==> src/rtl/alarm_scheduler.sv <==
// Four-slot daily alarm with ring timeout, bounded snooze and midnight-wrapping snooze target.
// Slot matches are evaluated only on minute rollover; the lowest matching slot index wins.
module alarm_scheduler #(
    parameter int RING_SECS  = 60,
    parameter int SNOOZE_MIN = 5,
    parameter int MAX_SNOOZE = 3
) (
    input  logic       clk,
    input  logic       reset,
    input  logic       sec_tick,
    input  logic       min_tick,
    input  logic [4:0] cur_hour,
    input  logic [5:0] cur_min,
    input  logic       cfg_we,
    input  logic [1:0] cfg_slot,
    input  logic       cfg_en,
    input  logic [4:0] cfg_hour,
    input  logic [5:0] cfg_min,
    input  logic       snooze_btn,
    input  logic       dismiss_btn,
    output logic       ring,
    output logic [1:0] ring_slot,
    output logic       snoozing,
    output logic [1:0] snooze_cnt
);

    localparam int CNT_W = (RING_SECS < 2) ? 1 : $clog2(RING_SECS + 1);

    typedef enum logic [1:0] {IDLE, RING, SNOOZE} state_t;

    state_t            state_q, state_d;
    logic              slot_en_q   [4];
    logic [4:0]        slot_hour_q [4];
    logic [5:0]        slot_min_q  [4];
    logic [CNT_W-1:0]  sec_cnt_q;
    logic [10:0]       target_q, target_d;
    logic [1:0]        ring_slot_q, ring_slot_d;
    logic [1:0]        snooze_cnt_q, snooze_cnt_d;

    logic              match_any;
    logic [1:0]        winner;
    logic [10:0]       now_min;
    logic              target_hit;
    logic              abort;
    logic              timeout;

    function automatic logic [10:0] minute_of_day(input logic [4:0] h, input logic [5:0] m);
        return ({6'd0, h} * 11'd60) + {5'd0, m};
    endfunction

    // Snooze target as minute-of-day, folded back past midnight.
    function automatic logic [10:0] snooze_target(input logic [10:0] t);
        logic [11:0] s;
        s = {1'b0, t} + 12'(SNOOZE_MIN);
        if (s >= 12'd1440)
            s = s - 12'd1440;
        return s[10:0];
    endfunction

    assign now_min    = minute_of_day(cur_hour, cur_min);
    assign target_hit = (now_min == target_q);
    assign abort      = cfg_we && (cfg_slot == ring_slot_q);
    assign timeout    = sec_tick && (sec_cnt_q == CNT_W'(RING_SECS - 1));

    // Descending scan so the lowest matching index is the last one written.
    always_comb begin
        match_any = 1'b0;
        winner    = 2'd0;
        for (int i = 3; i >= 0; i--) begin
            if (slot_en_q[i] && slot_hour_q[i] == cur_hour && slot_min_q[i] == cur_min &&
                slot_hour_q[i] < 5'd24 && slot_min_q[i] < 6'd60) begin
                match_any = 1'b1;
                winner    = 2'(i);
            end
        end
    end

    always_comb begin
        state_d      = state_q;
        ring_slot_d  = ring_slot_q;
        snooze_cnt_d = snooze_cnt_q;
        target_d     = target_q;
        case (state_q)
            IDLE: begin
                if (min_tick && match_any) begin
                    state_d      = RING;
                    ring_slot_d  = winner;
                    snooze_cnt_d = 2'd0;
                end
            end
            RING: begin
                if (dismiss_btn || abort || timeout) begin
                    state_d      = IDLE;
                    snooze_cnt_d = 2'd0;
                end else if (snooze_btn && snooze_cnt_q < 2'(MAX_SNOOZE)) begin
                    state_d      = SNOOZE;
                    snooze_cnt_d = snooze_cnt_q + 2'd1;
                    target_d     = snooze_target(now_min);
                end
            end
            SNOOZE: begin
                if (dismiss_btn || abort) begin
                    state_d      = IDLE;
                    snooze_cnt_d = 2'd0;
                end else if (min_tick && target_hit) begin
                    state_d = RING;
                end else if (min_tick && match_any) begin
                    state_d      = RING;
                    ring_slot_d  = winner;
                    snooze_cnt_d = 2'd0;
                end
            end
            default: begin
                state_d      = IDLE;
                snooze_cnt_d = 2'd0;
            end
        endcase
    end

    always_ff @(posedge clk) begin
        if (reset) begin
            state_q      <= IDLE;
            ring_slot_q  <= 2'd0;
            snooze_cnt_q <= 2'd0;
            target_q     <= 11'd0;
            sec_cnt_q    <= '0;
            for (int i = 0; i < 4; i++) begin
                slot_en_q[i]   <= 1'b0;
                slot_hour_q[i] <= 5'd0;
                slot_min_q[i]  <= 6'd0;
            end
        end else begin
            state_q      <= state_d;
            ring_slot_q  <= ring_slot_d;
            snooze_cnt_q <= snooze_cnt_d;
            target_q     <= target_d;
            // Counter idles at zero outside RING, so every entry starts a fresh ring period.
            if (state_q != RING)
                sec_cnt_q <= '0;
            else if (sec_tick)
                sec_cnt_q <= sec_cnt_q + CNT_W'(1);
            if (cfg_we) begin
                slot_en_q[cfg_slot]   <= cfg_en;
                slot_hour_q[cfg_slot] <= cfg_hour;
                slot_min_q[cfg_slot]  <= cfg_min;
            end
        end
    end

    assign ring       = (state_q == RING);
    assign snoozing   = (state_q == SNOOZE);
    assign ring_slot  = ring_slot_q;
    assign snooze_cnt = snooze_cnt_q;

endmodule
==> config.mk <==
export PLATFORM = sky130hd
export DESIGN_NAME = alarm_scheduler
export DESIGN_NICKNAME = d
export VERILOG_FILES = /design/src/rtl/alarm_scheduler.sv
export SDC_FILE = /design/constraint.sdc
export NUM_CORES = 1
export LEC_CHECK = 0
export CAP_MARGIN = 20
export CORE_ASPECT_RATIO = 1.5
export CORE_MARGIN = 8
export CORE_UTILIZATION = 41
export CTS_CLUSTER_DIAMETER = 120
export DETAILED_ROUTE_END_ITERATION = 10
export GPL_TIMING_DRIVEN = 0
export SLEW_MARGIN = 20
export SYNTH_ARGS = -nofsm -noshare
export SYNTH_HDL_FRONTEND = slang
export SYNTH_SLANG_ARGS = --single-unit
==> constraint.sdc <==
create_clock -name clk -period 17.92 [get_ports clk]
set_clock_uncertainty 0.05 [all_clocks]
set_input_delay 5.376 -clock clk [delete_from_list [all_inputs] [get_ports clk]]
set_output_delay 5.376 -clock clk [all_outputs]
set_load 0.02 [all_outputs]
Word level (Yosys, flattened, before mapping)
Memories as Yosys holds them, arrays and structs flattened.
Cells that the tools add are included.
{"block": "word_totals", "reg_bits": 23, "mem_bits_rw": 48, "output_inout_bits": 6, "word_cells": 114, "mem_count": 3}
{"memory": "slot_min_q", "depth": 4, "word_bits": 6, "read_ports": 4, "rd_clocked_by_memory_dff": 0, "write_ports": 4, "line": "34", "text": "logic [5:0] slot_min_q [4];"}
{"memory": "slot_hour_q", "depth": 4, "word_bits": 5, "read_ports": 4, "rd_clocked_by_memory_dff": 0, "write_ports": 4, "line": "33", "text": "logic [4:0] slot_hour_q [4];"}
{"memory": "slot_en_q", "depth": 4, "word_bits": 1, "read_ports": 4, "rd_clocked_by_memory_dff": 0, "write_ports": 4, "line": "32", "text": "logic slot_en_q [4];"}
{"block": "classes", "n_addsub": 5, "mul": 1, "n_lt_le_gt_ge": 10, "n_eq_ne": 18, "mux": 39, "bitwise": 1, "reduce_logical": 32}
{"operator": "two-way mux 2 bit", "n": 20}
{"operator": "== test 6 bit", "n": 4}
{"operator": "less-than comparator 6 bit, second input constant", "n": 4}
{"operator": "logical AND 1 bit", "n": 21}
{"operator": "== test 5 bit", "n": 4}
{"operator": "less-than comparator 5 bit, second input constant", "n": 4}
{"operator": "two-way mux 1 bit", "n": 13}
{"operator": "adder 11 x 3 -> 12 bit, second input constant", "n": 1}
{"operator": ">= comparator 12 x 11 -> 1 bit, second input constant", "n": 1}
{"operator": "one-hot mux 2 bit (3 select lines)", "n": 2}
{"operator": "adder 11 x 6 -> 11 bit", "n": 1}
{"operator": "== test 11 bit", "n": 1}
{"operator": "two-way mux 11 bit", "n": 1}
{"operator": "subtractor 11 bit, second input constant", "n": 1}
{"operator": "multiplier 5 x 4 -> 9 bit, second input constant", "n": 1}
{"operator": "adder 6 x 1 -> 6 bit, second input constant", "n": 1}
{"operator": "== test 6 bit, second input constant", "n": 1}
{"operator": "two-way mux 6 bit", "n": 1}
{"operator": "AND reduction 3 bit", "n": 2}
{"operator": "OR reduction 6 bit", "n": 1}
{"operator": "two-way mux 5 bit", "n": 1}
{"operator": "OR reduction 5 bit", "n": 1}
{"operator": "!= test 2 bit, second input constant", "n": 2}
{"operator": "one-hot mux 2 bit (2 select lines)", "n": 1}
{"operator": "15 further kinds", "n": 16}

Logic depth before layout (Yosys ltp)
Gate-level depths: netlist of the first run.
An unclocked memory read counts as a cell.
{"block": "depth", "word_depth": 15, "mapped_depth": 16}

Worst setup path before layout of the first run
No wires, ideal clock.
{"block": "synth_timing", "path_type": "input to register", "from": "input cur_hour[0]", "to": "register target_q[5]", "t_arrival_ns": 9.728, "required_time_ns": 17.748, "path_slack_ns": 8.020, "stages": 15, "n_path_buf": 0, "cell_sequence": "fa_1 fa_1 inv_1 fa_1 inv_1 ha_1 nor2_1 a21oi_1 xor2_1 o2111ai_1 or2_1 or4b_4 a21o_1 and4_1 a311o_1"}
{"block": "synth_via", "elab_chain_len": 5, "elab_cells_between_ends": 6, "classes_between": "add/sub: 3; mul: 1; order compare: 1; mux: 1"}
{"item": "from (decl)", "line": "12", "text": "input logic [4:0] cur_hour,"}
{"item": "multiplier 5 x 4 -> 9 bit (*)", "line": "48", "text": "return ({6'd0, h} * 11'd60) + {5'd0, m};"}
{"item": "adder 11 x 6 -> 11 bit (*)", "line": "48"}
{"item": "adder 11 x 3 -> 12 bit (*)", "line": "54", "text": "s = {1'b0, t} + 12'(SNOOZE_MIN);"}
{"item": "subtractor 11 bit or >= comparator 12 x 11 -> 1 bit (tied branches)", "line": "56, 55"}
{"item": "two-way mux 11 bit (*)", "line": "55", "text": "if (s >= 12'd1440)"}
{"item": "to (signal assigned)", "line": "136", "text": "target_q <= target_d;"}
{"item": "to (decl)", "line": "36", "text": "logic [10:0] target_q, target_d;"}
Every way passes the cells marked *; elsewhere a longest branch is shown, timed or not.
A chain may end at the register's enable or synchronous reset.

Worst setup path after layout of the first run
{"block": "layout_timing", "from": "input cur_hour[1]", "to": "register target_q[5]"}
The elaborated chain is that of the path after synthesis.

==> summary.md, run 1 <==
| Metric | Value |
|---|---|
| Final Hold Vio Count | 0 |
| WL per Instance | 17.1 microns |
| Req. time, crit path | 18090 ps |
| Async SR Flop Fraction | 0% |
| Synth top area share | 29.4% |
| Post-cts resize count | 0 |
| Total grt overflow | 0 |
| Crit path DAT | 10980 ps |
| Pwr/cell area | 101 nW/um^2 |
| Part of the cycle the worst path needs | 60.3% |
| CTS tree | built |
| Boundary Pins | 38 |
| Final Instance Area | 5820 sq um |
| IO Port Bufs | 37 |
| Layout cells sized above 1 | 5.63% |
| Post-route setup TNS | 0 ps |
| CTS H-tree lvls | 3 |
| Top post-synthesis cells by area | edfxtp_1 (29%), xnor2_1 (9.5%), dfxtp_1 (9.4%) |
| CTS clk-pin slew, worst paths | 60 ps |
| Worst Hold Endpoint | target_q[1]$_SDFFE_PP0P_ |
| Final ANT Viol Nets | 0 |
| Worst r2r src | slot_min_q[3][5]$_DFFE_PP_ |
| Worst Reg-to-Reg Cells | 7 |
| Synth unique cells | 63 |
| Min Tclk post-route | 10810 ps |
| DR vias/cell | 5.42 |
| Max cap viols | 0 |
| Register area share after synthesis | 38.8% |
| Core Rows | 49 |
| Synth Warn # | 0 |
| CTS Sinks | 71 |
| RD Place Congestion | 0.907 |
| Global-route wire length before repair | 19.1 mm |
| Tot GR Track Use | 15.3% |
| Startpoint types | input port |
| Hold Path Class | reg2reg |
| Clock buffer depth | 2 |
| Worst Path Max Fanout | 7 |
| Die width | 105 microns |
| DRT iter0 DRCs | 188 |
| Worst-skew pair later-pin latency | 330 ps |
| Biggest area consumer among synthesized cells | edfxtp_1 |
| Commonest non-fill, non-tap cell in the layout | xnor2_1 |
| Vias post-DR | 3816 |
| Final setup viols | 0 |
| Die Ht | 150 microns |
| DP Area | 5480 sq um |
| # diodes | 0 |
| Initial Util | 41.5% |
| Post-CTS setup buffer count | 0 |
| CTS root buf | clkbuf_16 |
| Core region area | 11800 sq um |
| TritonRoute pass-1 iters | 4 |
| Max transition margin | 45.5% |
| Yosys reg bits | 71 |
| EDFF count, synth | 48 |
| Commonest non-fill, non-tap cells in the layout | xnor2_1 (53), and2_1 (51), edfxtp_1 (48), nor2_1 (37), clkdlybuf4s50_1 (37) |
| Leakage power | 2.04 nW |
| Post-synth top flop | edfxtp_1 |
| Die area | 15800 sq um |
| VDD IR max | 0.0613 mV |
| Final slew viol count | 0 |
| FMAX | 0.0925 GHz |
| Largest net degree at the start of global routing | 14 |
| Mapped cell area | 4910 sq um |
| DRC | 0 |
| Syn nets | 558 |
| Antenna violations before repair | 0 |
| CTS buffer count | 9 |
| Nets | 607 |
| Layout area overhead | 18.5% |
| Mapped Avg Cell Area | 9.87 sq um |
| Flop2flop setup slack | 15080 ps |
| Run status | finished, final reports clean |
| CTS Hold Bufs | 0 |
| Tightest Pin Transition | 815 ps |
| RSZ-0062 raised after global routing | no |
| Hold Startpoint | target_q[1]$_SDFFE_PP0P_ |
| Post-Syn Instances | 497 |
| Final wirelength | 12.1 mm |
| Reg-to-reg endpoint | ring_slot[0]$_SDFFE_PP0P_ |
| Vias in the first global route | 3787 |
| DP HPWL | 9.69 mm |
| Setup CP Type | in2reg |
| Hold path cells | 2 |
| CP endpoint kind | flop |
[through the flow]
stage / setup slack, ps / util (%) / hold slack [ps] / power, W / std cells
detailed placement: 6780 / 46.3 / 414 / 0.000395 / 688
CTS: 7120 / 49.1 / 422 / 0.000593 / 704
finish: 7110 / 49.2 / 417 / 0.000590 / 704
floorplan: 8020 / - / 394 / 0.000344 / 497
global placement: 6810 / 46.2 / 404 / 0.000391 / 687
global route: 6830 / 49.2 / 451 / 0.000623 / 704
[where the power goes]
group | internal, W | leakage (nW) | switching, W | total (W)
registers | 0.000184 | 0.654 | 0.00000433 | 0.000188
logic | 0.0000824 | 1.22 | 0.000122 | 0.000204
clock network | 0.000129 | 0.162 | 0.0000691 | 0.000198
[cells by family (layout without fill, tap and decap cells)]
logic type | count (synthesis) | after routing | share of synthesized area, %
buffers and inverters | 39 | 93 | 3.01
multiplexers | 5 | 5 | 1.05
AND/OR/NAND/NOR | 204 | 204 | 23.7
flip-flops | 71 | 71 | 38.8
adder cells (fa/ha/maj) | 29 | 29 | 8.62
XOR/XNOR | 72 | 72 | 13.2
AO/OA/AOI/OAI | 77 | 77 | 11.7
[state kept, by name (all words and copies together) (netlist names)]
register	flops
ring_slot	2
slot_en_q	4
sec_cnt_q	6
slot_hour_q	20
snooze_cnt	2
state_q	2
slot_min_q	24
target_q	11
[worst max path at each step]
stage / endpoint / start / slack, ps / depth (start not counted)
6_report: target_q[5]$_SDFFE_PP0P_ / cur_hour[1] / 7110 / 16
5_1_grt: target_q[5]$_SDFFE_PP0P_ / cur_hour[0] / 6830 / 16
4_1_cts: target_q[5]$_SDFFE_PP0P_ / cur_hour[1] / 7120 / 16
3_5_place_dp: target_q[5]$_SDFFE_PP0P_ / cur_hour[1] / 6780 / 16
3_3_place_gp: target_q[5]$_SDFFE_PP0P_ / cur_hour[1] / 6810 / 16
2_1_floorplan: target_q[5]$_SDFFE_PP0P_ / cur_hour[0] / 8020 / 15
[synth_stat cells, drive strengths merged, types with 4 or more instances]
library cell / instances
nand4: 16
mux2i: 4
nor3b: 5
dfxtp: 23
nor3: 10
ha: 21
a211oi: 13
o21ai: 14
o2111ai: 4
edfxtp: 48
nand2: 22
nand2b: 9
fa: 8
a21oi: 12
nor4: 9
or2: 6
xor2: 18
nor2: 37
xnor2: 54
inv: 23
nand3: 9
a2111oi: 4
and2: 51
or3: 6
clkbuf: 15
nor2b: 9
[layer usage]
layer | GRT usage [%] | vias to the layer above | share of wire (%)
met5 | 0 | - | 0
met4 | 4.95 | 0 | 1.2
met3 | 3.32 | 11 | 3.2
met2 | 28.8 | 68 | 55
met1 | 16.5 | 1852 | 40
li1 | - | 1885 | -
[worst max-delay path, cell delays in order]
cell	delay, ps
clkdlybuf4s50_1	790
fa_1	550
fa_1	550
inv_1	60
fa_1	530
inv_1	40
ha_1	340
nor2_1	70
a21oi_1	290
xor2_1	510
o2111ai_1	250
or2_1	300
or4b_4	500
a21o_1	270
and4_1	230
a311o_1	300
[layout make-up]
type	instances	area, sq um
multi-input combinational	387	2860
sequential	71	1900
buffer	16	61.3
inverter	23	86.3
tap	153	191
clock inverter	3	46.3
timing repair buffer	38	378
clock buffer	13	293
fill	1095	6020
(Power assumes the default switching activity.)
==> inputs of run 2 (changes only) <==
- clock period: 17.92 -> 10.3 ns (I/O delays scaled with it)
==> results of run 2 <==
The final DEF is identical to that of run 1. Status: finished, final reports clean.
Among the figures that moved: setup slack after placement 6780 ps -> 1440 ps; setup slack after layout 7110 ps -> 1770 ps; register-to-register setup slack 15080 ps -> 7460 ps; total power 0.000590 W -> 0.00103 W; worst IR drop on VDD 0.0613 mV -> 0.107 mV
==> inputs of run 3 (changes only) <==
- clock period: 10.3 -> 7.6 ns (I/O delays scaled with it)
==> summary.md, run 3 (same netlist as run 1, synthesis figures left out) <==
| Metric | Value |
|---|---|
| Run status | finished, final reports clean |
| Max transition margin | 45.4% |
| Req. time, crit path | 7770 ps |
| Flop2flop setup slack | 4750 ps |
| Layout area overhead | 19.0% |
| Part of the cycle the worst path needs | 96.4% |
| Total grt overflow | 0 |
| Final slew viol count | 0 |
| RD Place Congestion | 0.907 |
| Vias post-DR | 3813 |
| Hold Startpoint | target_q[1]$_SDFFE_PP0P_ |
| Final ANT Viol Nets | 0 |
| Top reg by flops | slot_min_q |
| Met1 usage | 16.5% |
| Met2 Use GR | 29.1% |
| # diodes | 0 |
| CP endpoint kind | flop |
| Largest register FFs | 24 |
| RSZ-0062 raised after global routing | no |
| Startpoint types | input port |
| Worst r2r src | slot_min_q[3][5]$_DFFE_PP_ |
| Hold_ws | 417 ps |
| DRC | 0 |
| FMAX | 0.136 GHz |
| Setup slack after layout | 273 ps |
| Power share of the sequential group | 31.7% |
| Critical path's slowest cell | clkdlybuf4s50_1 |
| CTS H-tree lvls | 3 |
| Hold Path Class | reg2reg |
| CP max stage delay | 620 ps |
| M3 GR Usage | 3.32% |
| Hold path cells | 2 |
| Post-Place Setup Slack | -445 ps |
| Boundary Pins | 38 |
| Worst Path Max Fanout | 7 |
| Most crowded layer after global routing | met2 |
| Tot GR Track Use | 15.4% |
| Die width | 105 microns |
| Post-CTS setup buffer count | 0 |
| Largest net degree at the start of global routing | 14 |
| Layout cells sized above 1 | 6.17% |
| Core Rows | 49 |
| Worst Reg-to-Reg Cells | 7 |
| Reg-to-reg endpoint | ring_slot[0]$_SDFFE_PP0P_ |
| Final setup viols | 0 |
| Power Total | 0.00140 W |
| DP HPWL | 9.69 mm |
| Vias in the first global route | 3797 |
| CTS buffer count | 9 |
| Tightest Pin Transition | 817 ps |
| WL per Instance | 17.2 microns |
| Core region area | 11800 sq um |
| Clock buffer depth | 2 |
| Worst Hold Endpoint | target_q[1]$_SDFFE_PP0P_ |
| CP most frequent cell | fa_1 |
| CTS root buf | clkbuf_16 |
| Clock Power Share | 33.4% |
| TritonRoute pass-1 iters | 4 |
| Leakage power | 2.06 nW |
| Final wirelength | 12.1 mm |
| CTS tree | built |
| DR vias/cell | 5.42 |
| Net Sw Frac | 33.2% |
| VDD IR max | 0.144 mV |
| Commonest non-fill, non-tap cell in the layout | xnor2_1 |
| Top flop regs | slot_min_q x24, slot_hour_q x20, target_q x11 |
| CTS clk-pin slew, worst paths | 60 ps |
| Die area | 15800 sq um |
| Initial Util | 41.5% |
| Min Tclk post-route | 7330 ps |
| Setup CP Type | in2reg |
| Crit path DAT | 7500 ps |
| Worst-skew pair later-pin latency | 330 ps |
| IO Port Bufs | 37 |
| Post-route setup TNS | 0 ps |
| Global-route wire length before repair | 19.2 mm |
| CP Launch Point | cur_hour[2] |
| Antenna violations before repair | 0 |
| Comb pwr share | 34.9% |
| NetSw | 0.000465 W |
| Final Hold Vio Count | 0 |
| DRT iter0 DRCs | 185 |
| Pwr/cell area | 240 nW/um^2 |
| Pint | 0.000935 W |
| CP Cell Sequence | clkdlybuf4s50_1 > fa_1 > fa_1 > inv_1 > fa_1 > inv_1 > ha_1 > o21ai_0 > o21bai_1 > nand4_1 > or3_1 > and2_1 > buf_2 > or4b_4 > a21o_1 > and4_1 > a311o_1 |
| Nets | 607 |
| Max cap viols | 0 |
| Commonest non-fill, non-tap cells in the layout | xnor2_1 (53), and2_1 (51), edfxtp_1 (48), nor2_1 (37), clkdlybuf4s50_1 (35) |
| Die Ht | 150 microns |
| CTS Sinks | 71 |
| Layout Utilization | 49.3% |
==> run 3: area by class of cell <==
type	instances	area [sq um]
repair buffers	38	383
clock inverters	3	46.3
flip-flops and latches	71	1900
fillers	1092	5990
well taps	153	191
multi-input cells	387	2880
clock buffers	13	293
inverters	23	86.3
plain buffers	16	61.3
==> run 3: worst max-delay path by stage <==
stage               slack, ps  cells after the start                       end
floorplan                 800                     15  target_q[5]$_SDFFE_PP0P_
global placement         -420                     16  target_q[5]$_SDFFE_PP0P_
finish                    270                     17  target_q[5]$_SDFFE_PP0P_
detailed placement       -450                     16  target_q[5]$_SDFFE_PP0P_
global route                2                     17  target_q[5]$_SDFFE_PP0P_
CTS                        10                     16  target_q[5]$_SDFFE_PP0P_
==> run 3: per-stage QoR <==
stage	instances	instance area, sq um
after floorplan	497	4910
final	704	5840
after global routing	704	5840
after global placement	687	5470
after detailed placement	688	5480
after CTS	704	5820
==> run 3: power groups by stage <==
stage | registers [W] | clock network (W) | logic [W]
after global routing | 0.000446 | 0.000489 | 0.000544
after global placement | 0.000452 | 0 | 0.000470
after floorplan | 0.000449 | 0 | 0.000362
after CTS | 0.000444 | 0.000472 | 0.000485
final | 0.000444 | 0.000467 | 0.000489
after detailed placement | 0.000452 | 0 | 0.000479
==> run 3: timing repair <==
item / in CTS / in global routing
setup endpoints to repair: 3 / 6
pin swaps: 0 / 1
hold buffers: 0 / 0
gates resized for setup: 1 / 4
cloned: 0 / 0
==> run 3: critical path: cells and delay by family <==
kind                     cells  cell delay [ps]
AO/OA/AOI/OAI                4              970
adder cells (fa/ha/maj)      4             1930
buffers and inverters        4              880
AND/OR/NAND/NOR              5             1410
==> run 3: metal layers <==
layer | vias to the layer above | wire (microns)
met3 | 11 | 404
met5 | - | 0
li1 | 1885 | -
met4 | 0 | 157
met1 | 1852 | 4870
met2 | 65 | 6660
==> edit 1: new RTL, settings of run 3 <==
Put a register stage on the outputs `ring` and `snoozing`, cleared by the reset. The values now appear one clock later. The other outputs are not delayed to match.
--- a/src/rtl/alarm_scheduler.sv
+++ b/src/rtl/alarm_scheduler.sv
@@ -149,4 +149,11 @@
 
-    assign ring       = (state_q == RING);
-    assign snoozing   = (state_q == SNOOZE);
+    always_ff @(posedge clk) begin
+        if (reset) begin
+            ring     <= '0;
+            snoozing <= '0;
+        end else begin
+            ring     <= (state_q == RING);
+            snoozing <= (state_q == SNOOZE);
+        end
+    end
     assign ring_slot  = ring_slot_q;
Formal check against the unedited RTL: not equivalent (a bounded check fails within 4 cycles, from zero or initial values and one cycle with reset high).
==> edit 1 against run 3 <==
Wire length fell by 6.7%; utilization increased by 0.075 points; register-to-register slack worse by 0.06 ns; final area shrank 2.4%; sequential cell count increased by 2; worst setup slack improved by 0.27 ns; fmax up 3.8%; power shrank 4.2%; area after synthesis decreased by 0.89%; largest cell class unchanged.
==> edit 1: results (changes against run 3) <==
cp.arrival_ns: 7.22  # was 7.50 ns
p_total_mw: 1.341  # was 1.400 mW
ir_drop_mv: 0.1729  # was 0.1445 mV
ys_seq_area_frac: 0.3993  # was 0.3876
synthTopCellsByArea: "edfxtp_1, dfxtp_1, xnor2_1"  # was edfxtp_1, xnor2_1, dfxtp_1
viasPerCell: 5.287  # was 5.416
place_ws_ns: -0.07191  # was -0.4452 ns
rr_endpoint: "ring_slot[1]"  # was ring_slot[0]
p_leak_nw: 2.026  # was 2.059 nW
dp_cells: 654  # was 688
placed_area_um2: 5421  # was 5477 um^2
worstHoldStart: "target_q[2]"  # was target_q[1]
switching_power_uw: 465.7  # was 465.2 uW
grt_pass1_wl_um: 18280  # was 19,200 um
fin_nets: 576  # was 607
gp_congestion: 0.8198  # was 0.9074
crit_path_max_fanout: 8  # was 7
synth_fp_nets: 528  # was 558
status: "finished, final reports clean"  # unchanged
postSynthCellCount: 467  # was 497
r2r_cells: 9  # was 7
hold_end: "target_q[2]"  # was target_q[1]
fillers: 1075  # was 1,092
drive_above_1_share: 0.09808  # was 0.06171
routed_wl_um: 11280  # was 12,100 um
edit 1: per-layer routing:
layer	routed length [um]	global-route usage	up-vias
li1	-	-	1765
met1	4398	0.1519	1693
met2	6221	0.2829	59
met3	262	0.02465	25
met4	401	0.07384	0
met5	0	0	-
edit 1: area by class of cell:
class,count,area share
multi-input combinational,353,0.4862
sequential,73,0.3408
timing repair buffer,37,0.06500
clock buffer,10,0.04018
tap,150,0.03294
inverter,25,0.01647
buffer,16,0.01142
clock inverter,6,0.007027
edit 1: how the worst max path moves through the flow:
stage / from / to / slack [ns] / depth (start not counted)
2_1_floorplan: cur_hour[0] / target_q[5] / 1.23 / 15
3_3_place_gp: cur_hour[1] / target_q[5] / 0.02 / 16
3_5_place_dp: cur_hour[1] / target_q[5] / -0.07 / 16
4_1_cts: cur_hour[1] / target_q[5] / 0.30 / 16
5_1_grt: cur_hour[1] / target_q[5] / 0.25 / 16
6_report: cur_hour[1] / target_q[5] / 0.54 / 16
edit 1: worst max-delay path, cell delays in order:
cell and delay, ns:
clkdlybuf4s50_1 0.81, fa_1 0.56, fa_1 0.56, inv_1 0.07, fa_1 0.53, inv_1 0.04, ha_1 0.30, nor2_1 0.13
a21oi_1 0.10, xnor2_2 0.42, nand3b_1 0.16, a31o_1 0.28, a211oi_4 0.38, nor3_2 0.12, and4_1 0.22, a311o_1 0.26
edit 1: cell families (layout without fill, tap and decap cells):
kind of cell | count (synthesis) | after routing | share of synthesized area
AOI/OAI and AO/OA | 68 | 68 | 0.1111
xor gates and xnor gates | 74 | 74 | 0.1392
adders and majority gates | 29 | 29 | 0.08696
buffers and inverters | 41 | 94 | 0.03267
DFF | 73 | 73 | 0.3993
muxes | 4 | 4 | 0.008233
and+or+nand+nor | 178 | 178 | 0.2225
==> edit 2: new RTL, config.mk and constraints of run 3 <==
Without the edit above. The parameter `RING_SECS` goes from 60 to 30.
--- a/src/rtl/alarm_scheduler.sv
+++ b/src/rtl/alarm_scheduler.sv
@@ -3,3 +3,3 @@
 module alarm_scheduler #(
-    parameter int RING_SECS  = 60,
+    parameter int RING_SECS  = 30,
     parameter int SNOOZE_MIN = 5,
Function: same outputs for any inputs over 4 cycles, from zero or initial values and one cycle with reset high; that may be too few to reach the edited logic, so the function may still have changed.
==> edit 2 against run 3 <==
Sequential cell count is 1 lower; combinational power is 20% higher; global-route usage is 1.1 points higher; worst setup slack better by 0.16 ns; final area is 2.4% higher; count of clock-buffer cells in the layout is 1 lower; register-to-register slack better by 0.15 ns; wire length is 7.1% higher; non-clock buffer count is 3 lower; via count is 5.6% higher; area after synthesis is 4.9% higher; power is 0.57% higher; fmax is 2.3% higher; critical path type unchanged; largest cell class unchanged; highest routed layer unchanged.
==> edit 2: results (changes against run 3) <==
bufAreaShareNonClock: 0.07575  # was 0.07608
multi_input_cells: 406  # was 387
portBuffers: 36  # was 37
avgSynthCellArea_um2: 9.973  # was 9.874 um^2
drive_above_1_share: 0.08803  # was 0.06171
synthTopCellsByArea: "edfxtp_1, dfxtp_1, xnor2_1"  # was edfxtp_1, xnor2_1, dfxtp_1
synth_fp_nets: 578  # was 558
dr_wl_met2_um: 7386  # was 6662 um
multiInputGateArea_um2: 3089  # was 2875 um^2
num-nonclk-inverters: 25  # was 23
dp_cells: 708  # was 688
met3_usage: 0.02609  # was 0.03319
final_util: 0.4827  # was 0.4934
clkbuf_count: 12  # was 13
ir_drop_mv: 0.1541  # was 0.1445 mV
p_sw_frac: 0.3661  # was 0.3322
grt_pass1_vias: 4278  # was 3,797
track_usage: 0.1651  # was 0.1540
netlist_top_cells_count: "and2_1, edfxtp_1, xnor2_1"  # was xnor2_1, and2_1, edfxtp_1
grt_pass1_wl_um: 21070  # was 19,200 um
slew_headroom: 0.5176  # was 0.4541
placed_area_um2: 5705  # was 5477 um^2
status: "finished, final reports clean"  # unchanged
dr.first_iter.drc_count: 137  # was 185
wl_per_cell_um: 17.89  # was 17.18 um
met2_usage: 0.3207  # was 0.2906
cp.arrival_ns: 7.34  # was 7.50 ns
synth-seq-cells: 70  # was 71
combPwrFrac: 0.415  # was 0.349
wl_met1_um: 4747  # was 4871 um
place_ws_ns: 0.06195  # was -0.4452 ns
ys_seq_area_frac: 0.3657  # was 0.3876
sh_seq_area: 0.3147  # was 0.3258
pwr-share-clk: 0.273  # was 0.334
synth_cell_types: 79  # was 63
clock_area_frac: 0.04457  # was 0.05808
cts_resized: 0  # was 1
grt_max_degree: 13  # was 14
num_vias: 4028  # was 3,813
edit 2: changes by cell type in the layout (fill, tap and decap cells not counted), sizes merged, moves of 4 or more:
| cell | delta |
|---|---|
| xnor2 | -14 |
| nor2 | -11 |
| nand3 | +9 |
| a211o | +6 |
| a21oi | +5 |
| and3 | +5 |
| nor3 | +5 |
| o211ai | +5 |
| inv | +4 |
| mux2i | -4 |
| xnor3 | +4 |
edit 2: logic make-up after synthesis:
logic type,after synthesis,share of synthesized area
AND/OR/NAND/NOR,202,0.2230
AO/OA/AOI/OAI,109,0.1663
flip-flops,70,0.3657
XOR/XNOR,65,0.1242
buffers and inverters,40,0.03623
adder cells (fa/ha/maj),30,0.08461
edit 2: path summary, 6_finish.rpt:
path / from / to / slack (ns) / cells after the start
max: cur_hour[1] / target_q[8] / 0.44 / 14
min: target_q[1] / target_q[1] / 0.42 / 2
max reg2reg: slot_min_q[0][1] / ring_slot[1] / 4.90 / 8
min reg2reg: target_q[1] / target_q[1] / 0.42 / 2
